==> config.mk <==
export PLATFORM = sky130hd
export DESIGN_NAME = register_file_wb_arbiter_flat
export DESIGN_NICKNAME = d
export VERILOG_FILES = /design/src/rtl/register_file_wb_arbiter_if.sv /design/src/rtl/register_file_wb_arbiter.sv /design/src/flat_wrapper.sv
export SDC_FILE = /design/constraint.sdc
export NUM_CORES = 1
export LEC_CHECK = 0
export ABC_AREA = 0
export BUFFER_PORTS_ARGS = -buffer_cell sky130_fd_sc_hd__buf_2
export CORE_MARGIN = 5
export CORE_UTILIZATION = 43
export CTS_BUF_LIST = sky130_fd_sc_hd__clkbuf_4 sky130_fd_sc_hd__clkbuf_8
export CTS_CLUSTER_DIAMETER = 30
export DETAILED_ROUTE_END_ITERATION = 6
export HOLD_SLACK_MARGIN = 0.05
export PLACE_DENSITY = 0.85
export SLEW_MARGIN = 10
export SYNTH_ARGS = -nofsm -noshare
export SYNTH_HDL_FRONTEND = slang
export SYNTH_SLANG_ARGS = --single-unit
==> constraint.sdc <==
create_clock -name clk -period 2.41 [get_ports clk]
set_input_delay 0.241 -clock clk [delete_from_list [all_inputs] [get_ports clk]]
set_output_delay 0.241 -clock clk [all_outputs]
set_load 0.005 [all_outputs]
==> src/rtl/register_file_wb_arbiter_if.sv <==
// Writeback bus between the two requesters, the register-file write port and the
// read-port forwarding lookups. slave = arbiter side, master = everything else.
interface register_file_wb_arbiter_if #(
  parameter int unsigned DATA_W = 32,
  parameter int unsigned ADDR_W = 5
) ();
  logic              req0_valid;
  logic              req0_ready;
  logic [ADDR_W-1:0] req0_reg;
  logic [DATA_W-1:0] req0_data;
  logic              req1_valid;
  logic              req1_ready;
  logic [ADDR_W-1:0] req1_reg;
  logic [DATA_W-1:0] req1_data;
  logic              wr_en;
  logic [ADDR_W-1:0] wr_reg;
  logic [DATA_W-1:0] wr_data;
  logic [ADDR_W-1:0] fwd_reg_1;
  logic              fwd_hit_1;
  logic [DATA_W-1:0] fwd_data_1;
  logic [ADDR_W-1:0] fwd_reg_2;
  logic              fwd_hit_2;
  logic [DATA_W-1:0] fwd_data_2;

  modport slave (
    input  req0_valid, req0_reg, req0_data,
    output req0_ready,
    input  req1_valid, req1_reg, req1_data,
    output req1_ready,
    output wr_en, wr_reg, wr_data,
    input  fwd_reg_1, fwd_reg_2,
    output fwd_hit_1, fwd_data_1, fwd_hit_2, fwd_data_2
  );

  modport master (
    output req0_valid, req0_reg, req0_data,
    input  req0_ready,
    output req1_valid, req1_reg, req1_data,
    input  req1_ready,
    input  wr_en, wr_reg, wr_data,
    output fwd_reg_1, fwd_reg_2,
    input  fwd_hit_1, fwd_data_1, fwd_hit_2, fwd_data_2
  );
endinterface

==> src/rtl/register_file_wb_arbiter.sv <==
// Arbitrates ALU (req0) and load (req1) writebacks onto the register-file write port
// through one registered stage, with two forwarding lookups on the staged write.
// Build option WB_ARB_ROUND_ROBIN_EN: round-robin; otherwise fixed priority to req0
// with a starvation guard for req1.
module register_file_wb_arbiter #(
  parameter int unsigned DATA_W       = 32,
  parameter int unsigned ADDR_W       = 5,
  parameter int unsigned STARVE_LIMIT = 4
) (
  input logic                       clk,
  input logic                       rst_n,
  register_file_wb_arbiter_if.slave bus
);

  logic              gnt0;
  logic              gnt1;
  logic [ADDR_W-1:0] acc_reg;
  logic [DATA_W-1:0] acc_data;

  logic              wr_en_d, wr_en_q;
  logic [ADDR_W-1:0] wr_reg_d, wr_reg_q;
  logic [DATA_W-1:0] wr_data_d, wr_data_q;

`ifdef WB_ARB_ROUND_ROBIN_EN
  logic              rr_ptr_d, rr_ptr_q;  // 0: req0 wins the next contested cycle
`else
  logic [3:0]        starve_d, starve_q;
`endif

  always_comb begin
    gnt0 = 1'b0;
    gnt1 = 1'b0;
`ifdef WB_ARB_ROUND_ROBIN_EN
    rr_ptr_d = rr_ptr_q;
    if (bus.req0_valid && bus.req1_valid) begin
      gnt0     = ~rr_ptr_q;
      gnt1     = rr_ptr_q;
      rr_ptr_d = ~rr_ptr_q;
    end else begin
      gnt0 = bus.req0_valid;
      gnt1 = bus.req1_valid;
    end
`else
    starve_d = starve_q;
    if (bus.req1_valid && (!bus.req0_valid || (starve_q == 4'(STARVE_LIMIT)))) begin
      gnt1 = 1'b1;
    end else begin
      gnt0 = bus.req0_valid;
    end
    if (!bus.req1_valid || gnt1) begin
      starve_d = '0;
    end else if (starve_q != '1) begin
      starve_d = starve_q + 4'd1;
    end
`endif
    acc_reg  = gnt1 ? bus.req1_reg  : bus.req0_reg;
    acc_data = gnt1 ? bus.req1_data : bus.req0_data;

    // x0 writes are accepted but never staged; reg/data hold while idle.
    wr_en_d   = (gnt0 || gnt1) && (acc_reg != '0);
    wr_reg_d  = wr_en_d ? acc_reg  : wr_reg_q;
    wr_data_d = wr_en_d ? acc_data : wr_data_q;
  end

  always_ff @(posedge clk or negedge rst_n) begin
    if (!rst_n) begin
      wr_en_q   <= 1'b0;
      wr_reg_q  <= '0;
      wr_data_q <= '0;
`ifdef WB_ARB_ROUND_ROBIN_EN
      rr_ptr_q  <= 1'b0;
`else
      starve_q  <= '0;
`endif
    end else begin
      wr_en_q   <= wr_en_d;
      wr_reg_q  <= wr_reg_d;
      wr_data_q <= wr_data_d;
`ifdef WB_ARB_ROUND_ROBIN_EN
      rr_ptr_q  <= rr_ptr_d;
`else
      starve_q  <= starve_d;
`endif
    end
  end

  assign bus.req0_ready = gnt0;
  assign bus.req1_ready = gnt1;
  assign bus.wr_en      = wr_en_q;
  assign bus.wr_reg     = wr_reg_q;
  assign bus.wr_data    = wr_data_q;
  assign bus.fwd_hit_1  = wr_en_q && (bus.fwd_reg_1 == wr_reg_q) && (wr_reg_q != '0);
  assign bus.fwd_data_1 = wr_data_q;
  assign bus.fwd_hit_2  = wr_en_q && (bus.fwd_reg_2 == wr_reg_q) && (wr_reg_q != '0);
  assign bus.fwd_data_2 = wr_data_q;

endmodule
==> src/flat_wrapper.sv <==
// flat-port wrapper written by rule: the top's interface ports become plain ports
module register_file_wb_arbiter_flat 
#(
  parameter int unsigned DATA_W       = 32,
  parameter int unsigned ADDR_W       = 5,
  parameter int unsigned STARVE_LIMIT = 4
)
  (clk, rst_n, bus_req0_valid, bus_req0_reg, bus_req0_data, bus_req0_ready, bus_req1_valid, bus_req1_reg, bus_req1_data, bus_req1_ready, bus_wr_en, bus_wr_reg, bus_wr_data, bus_fwd_reg_1, bus_fwd_reg_2, bus_fwd_hit_1, bus_fwd_data_1, bus_fwd_hit_2, bus_fwd_data_2);
  register_file_wb_arbiter_if #(.DATA_W(DATA_W), .ADDR_W(ADDR_W)) bus_i ();
  input logic clk;
  input logic rst_n;
  input wire logic [$bits(bus_i.req0_valid)-1:0] bus_req0_valid;
  input wire logic [$bits(bus_i.req0_reg)-1:0] bus_req0_reg;
  input wire logic [$bits(bus_i.req0_data)-1:0] bus_req0_data;
  output wire logic [$bits(bus_i.req0_ready)-1:0] bus_req0_ready;
  input wire logic [$bits(bus_i.req1_valid)-1:0] bus_req1_valid;
  input wire logic [$bits(bus_i.req1_reg)-1:0] bus_req1_reg;
  input wire logic [$bits(bus_i.req1_data)-1:0] bus_req1_data;
  output wire logic [$bits(bus_i.req1_ready)-1:0] bus_req1_ready;
  output wire logic [$bits(bus_i.wr_en)-1:0] bus_wr_en;
  output wire logic [$bits(bus_i.wr_reg)-1:0] bus_wr_reg;
  output wire logic [$bits(bus_i.wr_data)-1:0] bus_wr_data;
  input wire logic [$bits(bus_i.fwd_reg_1)-1:0] bus_fwd_reg_1;
  input wire logic [$bits(bus_i.fwd_reg_2)-1:0] bus_fwd_reg_2;
  output wire logic [$bits(bus_i.fwd_hit_1)-1:0] bus_fwd_hit_1;
  output wire logic [$bits(bus_i.fwd_data_1)-1:0] bus_fwd_data_1;
  output wire logic [$bits(bus_i.fwd_hit_2)-1:0] bus_fwd_hit_2;
  output wire logic [$bits(bus_i.fwd_data_2)-1:0] bus_fwd_data_2;
  assign bus_i.req0_valid = bus_req0_valid;
  assign bus_i.req0_reg = bus_req0_reg;
  assign bus_i.req0_data = bus_req0_data;
  assign bus_req0_ready = bus_i.req0_ready;
  assign bus_i.req1_valid = bus_req1_valid;
  assign bus_i.req1_reg = bus_req1_reg;
  assign bus_i.req1_data = bus_req1_data;
  assign bus_req1_ready = bus_i.req1_ready;
  assign bus_wr_en = bus_i.wr_en;
  assign bus_wr_reg = bus_i.wr_reg;
  assign bus_wr_data = bus_i.wr_data;
  assign bus_i.fwd_reg_1 = bus_fwd_reg_1;
  assign bus_i.fwd_reg_2 = bus_fwd_reg_2;
  assign bus_fwd_hit_1 = bus_i.fwd_hit_1;
  assign bus_fwd_data_1 = bus_i.fwd_data_1;
  assign bus_fwd_hit_2 = bus_i.fwd_hit_2;
  assign bus_fwd_data_2 = bus_i.fwd_data_2;
  register_file_wb_arbiter #(.DATA_W(DATA_W), .ADDR_W(ADDR_W), .STARVE_LIMIT(STARVE_LIMIT)) u_core (.clk(clk), .rst_n(rst_n), .bus(bus_i));
endmodule
==> impl_metrics.env <==
export IMPL_grt_setup_unrepaired="false"
export IMPL_synth_cells=238
export IMPL_ys_seq_area_frac=0.382
export IMPL_cts_resized=0
export IMPL_wl_met1_um=2550
export IMPL_regToRegStartpoint="u_core.starve_q[0]"
export IMPL_cap_violations=0
export IMPL_cts_sinks=42
export IMPL_firstDrtPassIters=5
export IMPL_hold_class="in -> async"
export IMPL_instances_no_fill=449
export IMPL_antenna_found_initial=0
export IMPL_yosys_warnings=0
export IMPL_n_fill_cell=580
export IMPL_cts_tree="built"
export IMPL_track_usage=0.168
export IMPL_fin_worst_skew_ns=0.00342
export IMPL_clk_latency_ns=0.29
export IMPL_synth_area_um2=2750
export IMPL_vias_per_cell=4.82
export IMPL_critPathSlowestCell="dfrtp_1"
export IMPL_critPathRequiredTime_ns=2.59
export IMPL_cts_setup_buffers=0
export IMPL_dr_total_vias=2162
export IMPL_final_cell_mix="193 x buf_2, 64 x mux2_2, 42 x dfrtp_1, 7 x xnor2_1"
export IMPL_overflow=0
export IMPL_ios=194
export IMPL_drt_wirelength_per_cell_um=15.6
export IMPL_hpwl_um=5760
export IMPL_num_rows=29
export IMPL_dpl_instance_area_um2=3330
export IMPL_die_x_um=90.0
export IMPL_final_nets=461
export IMPL_layout_min_cycle_time_ns=2.21
export IMPL_synth_ff_latch_count=42
export IMPL_powerDensity_nw_per_um2=566
export IMPL_place_congestion=0.762
export IMPL_layout_setup_ws_ns=0.197
export IMPL_vdd_drop_max_mv=0.290
export IMPL_ys_types=32
export IMPL_routed_wl_um=7010
export IMPL_worstMarginPinSlew_ns=0.951
export IMPL_finalCritPeriodShare=0.918
export IMPL_critPathLaunchType="register"
export IMPL_clk_pin_slew_worst_paths_ns=0.08
export IMPL_grt_max_degree=43
export IMPL_place_inst=441
export IMPL_grt_pass1_wl_um=11300
export IMPL_status="completed"
export IMPL_h_tree_depth=2
export IMPL_wl_met3_um=686
export IMPL_worstSetupPathType="reg -> reg"
export IMPL_post_place_ws_ns=0.199
export IMPL_hold_violations=0
export IMPL_crit_path_start="u_core.starve_q[0]"
export IMPL_io_buffers=193
export IMPL_clk_path_buf_depth=2
export IMPL_total_power_mw=1.95
export IMPL_crit_chain="inv_1, ha_1, nand4b_2, and4b_1, a211oi_4, buf_4, mux2_2"
export IMPL_r2r_cells=7
export IMPL_numCtsBuffers=5
export IMPL_coreArea_um2=6280
export IMPL_dr_wl_met2_um=3730
export IMPL_route_antenna_remaining_nets=0
export IMPL_endpoint_kind="register"
export IMPL_slew_viol_final=0
export IMPL_relSlewSlack=0.366
export IMPL_drt_iter0_markers=67
export IMPL_antennaDiodeCount=0
export IMPL_drc_errors=0
export IMPL_setup_viol=0
export IMPL_setup_tns_ns=0
export IMPL_start_util=0.439
export IMPL_max_freq_ghz=0.452
export IMPL_die_y_um=90.0
export IMPL_routed_top_layer="met4"
export IMPL_regArea_um2=1050
export IMPL_layout_commonest_cell="buf_2"
export IMPL_root_buffer="clkbuf_8"
export IMPL_leakagePower_nw=1.75
export IMPL_critPathArrivalTime_ns=2.39
export IMPL_multi_input_area_um2=1160
export IMPL_holdBufCountCts=0
export IMPL_slowest_delay_ns=0.43
export IMPL_fin_area_um2=3440
export IMPL_synth_fp_nets=328
export IMPL_die_area_um2=8100
export IMPL_largest_reg_flops=32
export IMPL_layout_drive_gt1_share=0.734
export IMPL_crit_fanout=17
export IMPL_syn2layout_area_growth_pct=24.9
export IMPL_synth_area_per_cell_um2=11.6
export IMPL_grt_pass1_vias=2349
## synthesized netlist by cell type (all sizes together)
cell,n,area (µm²)
a211oi,1,20.0
a21oi,1,5.00
a31o,1,8.76
a31oi,1,6.26
a32o,1,10.0
a32oi,1,8.76
and2,1,6.26
and4b,1,10.0
buf,68,518
clkbuf,3,11.3
dfrtp,42,1050
ha,2,25.0
inv,4,15.0
mux2,70,788
mux2i,1,10.0
nand2,4,15.0
nand2b,1,6.26
nand3,5,25.0
nand3b,1,7.51
nand4b,1,15.0
nor2,6,22.5
nor3,2,10.0
nor3b,1,7.51
nor4,2,12.5
o211ai,2,15.0
o21ai,1,5.00
or4,3,22.5
xnor2,7,61.3
xor2,4,35.0
## path summary, 6_finish.rpt
check	slack [ns]	endpoint
max	0.20	u_core.bus.fwd_data_1[23]
min	0.1	u_core.bus.fwd_data_1[25]
max reg2reg	0.20	u_core.bus.fwd_data_1[23]
min reg2reg	0.54	u_core.bus.fwd_data_1[12]
max in group asynchronous	1.73	u_core.bus.fwd_data_1[9]
min in group clk	0.23	u_core.bus.wr_reg[1]
## where the power goes
part           switching [mW]  total [mW]  internal (mW)
Sequential             0.0785       0.859          0.781
Clock                   0.243       0.548          0.305
Combinational           0.221       0.539          0.318
## through the flow
step	hold WS (ns)	utilization
5_1_grt	0.179	0.548
3_5_place_dp	0.449	0.531
4_1_cts	0.120	0.548
6_report	0.0963	0.548
2_1_floorplan	-0.0546	-
3_3_place_gp	0.429	0.531
## final cells by class
type	count	share of cell area
multi-input cells	121	0.337
flip-flops and latches	42	0.305
repair buffers	197	0.293
well taps	77	0.0280
clock buffers	5	0.0200
clock inverters	3	0.0116
inverters	4	0.00436
## critical path: cells and delay by family (launching register included)
family                   cells  cell delay (ns)
multiplexers                 1             0.36
adder cells (fa/ha/maj)      1             0.18
AND/OR/NAND/NOR              2             0.51
buffers and inverters        2             0.38
AO/OA/AOI/OAI                1             0.23
flip-flops                   1             0.43
## routing by layer
metal  vias up  global-route usage
met1      1018               0.176
met2       118               0.317
met5         -                   0
li1       1022                   -
met3         4              0.0584
met4         0              0.0397
## cells by family (layout without fill, tap and decap cells)
family | after synthesis | after routing | synth area share
adders and majority gates | 2 | 2 | 0.00909
AOI/OAI and AO/OA | 9 | 9 | 0.0286
buffers and inverters | 75 | 209 | 0.198
xor gates and xnor gates | 11 | 11 | 0.0350
and+or+nand+nor | 28 | 28 | 0.0582
DFF | 42 | 42 | 0.382
muxes | 71 | 71 | 0.290
Power figures use the tool's default switching activity.
